$ cat src/rtl/vram_bus_arbiter.sv
// vram_bus_arbiter: shares one SRAM port between a 6800-class CPU and the
// VPU DMA initiator. The CPU is halted on VPU hold, the port is handed to
// the DMA after cpu_ba (with GUARD dead cycles), then returned.
// Optional HALT timeout is compiled in with `define VRAM_ARB_TIMEOUT_EN.
module vram_bus_arbiter #(
    parameter int AW    = 16,
    parameter int DW    = 8,
    parameter int GUARD = 1,
    parameter int TMO   = 255
) (
    input  logic          clk,
    input  logic          rst,
    input  logic [AW-1:0] cpu_addr,
    input  logic [DW-1:0] cpu_wdata,
    input  logic          cpu_we,
    input  logic          cpu_vma,
    input  logic          cpu_ba,
    output logic          cpu_halt,
    output logic [DW-1:0] cpu_rdata,
    input  logic          dma_hold,
    input  logic          dma_cs,
    input  logic [AW-1:0] dma_addr,
    output logic [DW-1:0] dma_rdata,
    output logic          dma_grant,
    output logic [AW-1:0] mem_addr,
    output logic [DW-1:0] mem_wdata,
    input  logic [DW-1:0] mem_rdata,
    output logic          mem_cs,
    output logic          mem_we,
    output logic [7:0]    dma_reads,
    output logic          tmo_err
);

    generate
        if (GUARD < 0 || GUARD > 3) begin : g_bad_guard
            $error("vram_bus_arbiter: GUARD must be 0..3");
        end
        if (TMO < 1 || TMO > 255) begin : g_bad_tmo
            $error("vram_bus_arbiter: TMO must be 1..255");
        end
    endgenerate

    // Last guard count value before leaving a guard state
    localparam logic [1:0] GLAST = 2'((GUARD > 0) ? GUARD - 1 : 0);

    typedef enum logic [2:0] {
        S_CPU, S_HALT, S_GUARD_IN, S_GRANT, S_GUARD_OUT
    } state_t;

    state_t        state, state_nxt;
    logic [1:0]    gcnt, gcnt_nxt;
    logic [7:0]    rcnt, rcnt_nxt;
    logic [7:0]    dma_reads_nxt;
    logic          cpu_halt_nxt, dma_grant_nxt;
    logic          cpu_owns;
    logic [DW-1:0] cpu_rdata_q;
    logic          hold_req;
    logic          tmo_fire;

`ifdef VRAM_ARB_TIMEOUT_EN
    localparam logic [7:0] TLAST = 8'(TMO - 1);
    logic [7:0] tcnt;
    logic       hold_block;
    logic       tmo_err_q;

    // A hold that timed out is ignored until the VPU lets go of it
    assign hold_req = dma_hold && !hold_block;
    // Hold drop and cpu_ba both take priority over the timeout
    assign tmo_fire = (state == S_HALT) && dma_hold && !cpu_ba && (tcnt == TLAST);
    assign tmo_err  = tmo_err_q;

    // HALT dwell counter, sticky error and hold blocking
    always_ff @(posedge clk) begin
        if (rst) begin
            tcnt       <= 8'd0;
            hold_block <= 1'b0;
            tmo_err_q  <= 1'b0;
        end else begin
            tcnt <= (state == S_HALT) ? tcnt + 8'd1 : 8'd0;
            if (tmo_fire) begin
                tmo_err_q  <= 1'b1;
                hold_block <= 1'b1;
            end else if (!dma_hold) begin
                hold_block <= 1'b0;
            end
        end
    end
`else
    assign hold_req = dma_hold;
    assign tmo_fire = 1'b0;
    assign tmo_err  = 1'b0;
`endif

    // State and registered outputs
    always_ff @(posedge clk) begin
        if (rst) begin
            state     <= S_CPU;
            gcnt      <= 2'd0;
            rcnt      <= 8'd0;
            dma_reads <= 8'd0;
            cpu_halt  <= 1'b0;
            dma_grant <= 1'b0;
        end else begin
            state     <= state_nxt;
            gcnt      <= gcnt_nxt;
            rcnt      <= rcnt_nxt;
            dma_reads <= dma_reads_nxt;
            cpu_halt  <= cpu_halt_nxt;
            dma_grant <= dma_grant_nxt;
        end
    end

    // Next state and memory port steering
    always_comb begin
        state_nxt     = state;
        gcnt_nxt      = gcnt;
        rcnt_nxt      = rcnt;
        dma_reads_nxt = dma_reads;
        cpu_halt_nxt  = cpu_halt;
        dma_grant_nxt = dma_grant;
        cpu_owns      = 1'b0;
        mem_addr      = cpu_addr;
        mem_wdata     = cpu_wdata;
        mem_cs        = 1'b0;
        mem_we        = 1'b0;
        case (state)
            S_CPU: begin
                cpu_owns = 1'b1;
                mem_cs   = cpu_vma;
                mem_we   = cpu_we & cpu_vma;
                if (hold_req) begin
                    state_nxt    = S_HALT;
                    cpu_halt_nxt = 1'b1;
                end
            end
            S_HALT: begin
                // CPU finishes its current cycle on the port untouched
                cpu_owns = 1'b1;
                mem_cs   = cpu_vma;
                mem_we   = cpu_we & cpu_vma;
                if (!dma_hold) begin
                    state_nxt    = S_CPU;
                    cpu_halt_nxt = 1'b0;
                end else if (cpu_ba) begin
                    if (GUARD == 0) begin
                        state_nxt     = S_GRANT;
                        dma_grant_nxt = 1'b1;
                    end else begin
                        state_nxt = S_GUARD_IN;
                        gcnt_nxt  = 2'd0;
                    end
                end else if (tmo_fire) begin
                    state_nxt    = S_CPU;
                    cpu_halt_nxt = 1'b0;
                end
            end
            S_GUARD_IN: begin
                if (gcnt == GLAST) begin
                    state_nxt     = S_GRANT;
                    dma_grant_nxt = 1'b1;
                    gcnt_nxt      = 2'd0;
                end else begin
                    gcnt_nxt = gcnt + 2'd1;
                end
            end
            S_GRANT: begin
                // DMA is read-only; cpu_ba is not watched once granted
                mem_addr = dma_addr;
                mem_cs   = dma_cs;
                if (!dma_hold) begin
                    dma_reads_nxt = rcnt;
                    rcnt_nxt      = 8'd0;
                    dma_grant_nxt = 1'b0;
                    if (GUARD == 0) begin
                        state_nxt    = S_CPU;
                        cpu_halt_nxt = 1'b0;
                    end else begin
                        state_nxt = S_GUARD_OUT;
                        gcnt_nxt  = 2'd0;
                    end
                end else if (dma_cs && rcnt != 8'hFF) begin
                    rcnt_nxt = rcnt + 8'd1;
                end
            end
            S_GUARD_OUT: begin
                if (gcnt == GLAST) begin
                    state_nxt    = S_CPU;
                    cpu_halt_nxt = 1'b0;
                    gcnt_nxt     = 2'd0;
                end else begin
                    gcnt_nxt = gcnt + 2'd1;
                end
            end
            default: state_nxt = S_CPU;
        endcase
        // No select while reset is being applied, even mid-grant
        if (rst) begin
            mem_cs = 1'b0;
            mem_we = 1'b0;
        end
    end

    // Hold the last CPU-visible read data while the CPU is off the port
    always_ff @(posedge clk) begin
        if (rst)           cpu_rdata_q <= '0;
        else if (cpu_owns) cpu_rdata_q <= mem_rdata;
    end

    assign cpu_rdata = cpu_owns ? mem_rdata : cpu_rdata_q;
    assign dma_rdata = dma_grant ? mem_rdata : '1;

endmodule

$ cat config.mk
export PLATFORM = sky130hd
export DESIGN_NAME = vram_bus_arbiter
export DESIGN_NICKNAME = d
export VERILOG_FILES = /design/src/rtl/vram_bus_arbiter.sv
export SDC_FILE = /design/constraint.sdc
export NUM_CORES = 1
export LEC_CHECK = 0
export CORE_ASPECT_RATIO = 0.8
export CORE_MARGIN = 2
export CORE_UTILIZATION = 38
export DETAILED_ROUTE_END_ITERATION = 10
export GPL_ROUTABILITY_DRIVEN = 0
export PLACE_DENSITY_LB_ADDON = 0.05
export SKIP_LAST_GASP = 1
export SLEW_MARGIN = 20
export SYNTH_ARGS = -nofsm -noshare
export SYNTH_HDL_FRONTEND = slang
export SYNTH_SLANG_ARGS = --single-unit
$ cat constraint.sdc
create_clock -name clk -period 2.2 [get_ports clk]
set_clock_uncertainty 0.05 [all_clocks]
set_input_delay 0.22 -clock clk [delete_from_list [all_inputs] [get_ports clk]]
set_output_delay 0.22 -clock clk [all_outputs]
set_load 0.02 [all_outputs]
==> impl_metrics.json <==
{
  "timing_hold_violations_final": 0,
  "tritoncts": "built",
  "cts_root_buf": "clkbuf_8",
  "timing.critical_path.cells": "and3b_1 -> buf_12 -> nand2_1 -> nand2_1 -> clkdlybuf4s50_1",
  "grt_setup_unrepaired": "yes",
  "yosys-top-cells-area": "dfxtp_1, nand2_1, mux2_2, nand2b_1, nor2b_1",
  "dp.cells": 387,
  "synth.largest_area_cell": "dfxtp_1",
  "crit_path_launch": "state[1]",
  "cts_num_sinks": 31,
  "post_synth_xor_area_fraction_pct": 0.477,
  "drt_first_pass_iters": 4,
  "synth.yosys.warnings": 0,
  "max-vdd-ir-drop_uv": 351,
  "met3_usage_pct": 5.60,
  "slew_headroom_pct": 62.5,
  "postSynthCellCount": 249,
  "muxShareOfSynthArea_pct": 5.52,
  "final_core_util_pct": 62.3,
  "crit_path_top_delay_cell": "clkdlybuf4s50_1",
  "layout.area.seq_sq_um": 622,
  "use_met1_pct": 26.2,
  "setup.worst_path.start_class": "register",
  "worst-endpoint-required_ns": 1.93,
  "fin_total_pwr_mw": 1.55,
  "fillCellCount": 405,
  "first_pass_grt_wire_length_mm": 8.02,
  "synth_compound_area_share_pct": 15.3,
  "grt_start_max_net_pins": 26,
  "placement.io_buffers": 90,
  "routedWlPerCell_um": 12.8,
  "grt-busiest-layer": "met2",
  "routed_via_density": 5.00,
  "fp.dieArea_sq_mm": 0.00541,
  "flow.area_growth_from_synthesis_pct": 56.8,
  "routed_wire_length_mm": 5.03,
  "core-area_sq_mm": 0.00462,
  "layoutNonFillerInstCount": 394,
  "initial_antenna_violation_count": 0,
  "min_period_over_period_pct": 97.6,
  "clk_pin_slew_ns": 0.07,
  "hp-start": "cpu_wdata[7]",
  "global_route.overflow_total": 0,
  "endpoint_kind": "output pin",
  "global_route_met2_utilization_pct": 28.3,
  "postCtsSetupRepairBufs": 0,
  "combinational_family_with_the_most_area_after_synthesis": "simple AND/OR/NAND/NOR gates",
  "numCtsBuffers": 5,
  "initialDrtViolationCount": 83,
  "num_io_pins": 108,
  "die_h_um": 66.2,
  "timing.max_cap.violations": 0,
  "detail_route.drc_violations": 0,
  "proportion_of_synthesized_flip_flops_having_asynchronous_set_or_reset_pct": 0,
  "syn-mean-instance-area_sq_um": 7.38,
  "starting_density_of_the_core_pct": 39.7,
  "multi_input_comb_area_sq_mm": 0.00107,
  "final_nets": 392,
  "run_status": "finished, final reports clean",
  "synthFlopType": "dfxtp_1",
  "rows": 22,
  "ctsHtreeMaxLevel": 2,
  "simple_gate_portion_of_the_synthesized_area_pct": 34.9,
  "synth.top_cells.by_count": "nand2_1, dfxtp_1, a21oi_1",
  "fin_ws_ns": 0.0531,
  "cp_data_arrival_time_ns": 1.88,
  "cts_buffer_depth": 2,
  "antenna_cell_count": 0,
  "drv_slew": 0,
  "cell_mode_on_critical_path": "nand2_1",
  "synthDistinctLibCells": 43,
  "critical-path-max-stage-delay_ns": 0.61,
  "syn_area_sq_mm": 0.00184,
  "post-place-ws_ns": 0.259,
  "hold_buffers": 0,
  "synth_enable_flop_cells": 0,
  "synth.ff_latch_count": 31,
  "clock.fmax_ghz": 0.466,
  "first_global_vias": 1766,
  "cell_leakage_power_nw": 1.16,
  "synth.most_common_cell": "nand2_1",
  "post_synthesis_net_count": 307,
  "setup_violations": 0,
  "worstPathMaxFanout": 20,
  "global_route.usage.total_pct": 19.0,
  "routed-via-count": 1970,
  "dp_hpwl_mm": 3.57,
  "layout-drive-gt1-share_pct": 9.88,
  "clk_latency_ns": 0.29,
  "die_width_um": 81.7,
  "yosysTopAreaCellShare_pct": 33.8,
  "synth_sequential_area_ratio_pct": 33.8,
  "crit_type": "register to output pin",
  "period_minus_slack_ns": 2.15,
  "ant_nets": 0,
  "synth-adder-area-share_pct": 2.04,
  "worst_pin_slew_ns": 0.561,
  "power_density_mw_per_mm2": 537,
  "rr_startpoint": "rcnt[0]",
  "min_path_type": "input port to output pin"
}
logic make-up (layout without fill, tap and decap cells):
kind of cell | count (synthesis) | count (layout)
AO/OA/AOI/OAI | 45 | 45
XOR/XNOR | 1 | 1
adder cells (fa/ha/maj) | 3 | 3
buffers and inverters | 26 | 111
flip-flops | 31 | 31
multiplexers | 9 | 9
other | 1 | 1
AND/OR/NAND/NOR | 133 | 133
worst max-delay path, delay by kind of cell (launching register included):
kind	cells	cell delay [ns]
buffers and inverters	2	0.77
AND/OR/NAND/NOR	3	0.36
flip-flops	1	0.45
final cells by class:
class | count | area share, %
Timing Repair Buffer | 100 | 35.0
Inverter | 4 | 0.521
Clock inverter | 1 | 0.174
Multi-Input combinational cell | 192 | 37.3
Tap cell | 60 | 2.61
Clock buffer | 6 | 2.87
Sequential cell | 31 | 21.6
layer usage:
metal | vias up | part of all wire, %
li1 | 1008 | -
met1 | 884 | 49
met2 | 71 | 44
met3 | 7 | 6.4
met4 | 0 | 0.88
met5 | - | 0
state kept, by name, summed over array words and instances, names as in the netlist:
name	count
cpu_rdata_q	8
dma_reads	8
rcnt	8
state	3
gcnt	2
cpu_halt	1
dma_grant	1
through the flow:
| step | hold slack [ns] | cell area [sq um] | setup TNS, ns |
|---|---|---|---|
| 4_1_cts | 0.390 | 2860 | 0 |
| 5_1_grt | 0.390 | 2880 | -0.0168 |
| 3_5_place_dp | 0.390 | 2770 | 0 |
| 6_report | 0.390 | 2880 | 0 |
| 2_1_floorplan | 0.242 | 1840 | 0 |
| 3_3_place_gp | 0.390 | 2770 | 0 |
cells in the final DEF (no fill, tap or decap), drive strengths merged, types with 2 or more instances in the layout:
cell           count
clkdlybuf4s50     84
nand2             72
dfxtp             31
a21oi             15
nand2b            13
nor2b             13
nor2              13
buf               10
mux2               9
o21ai              9
a31oi              6
clkbuf             6
dlymetal6s2s       6
nand3              6
inv                4
a211oi             3
ha                 3
nor3               2
and3               2
o211ai             2
or4                2
o221ai             2
nand4              2
timing repair:
action | 4_1_cts | 5_1_grt
endpoints found under the setup margin | 1 | 8
gates cloned | 0 | 0
gates resized for setup | 1 | 7
path summary, 6_finish.rpt:
check,slack (ns),to,cells after the start
min,0.39,mem_wdata[7],0
max,0.05,mem_addr[11],5
max reg2reg,0.32,rcnt[0],5
min reg2reg,0.40,dma_reads[7],2
power breakdown:
| group | leakage (nW) | total [mW] | internal (mW) | switching [mW] |
|---|---|---|---|---|
| sequential | 0.253 | 0.605 | 0.583 | 0.0218 |
| combinational | 0.863 | 0.482 | 0.262 | 0.220 |
| clock | 0.0470 | 0.460 | 0.245 | 0.215 |
No activity file was read; power rests on OpenSTA's default activity.
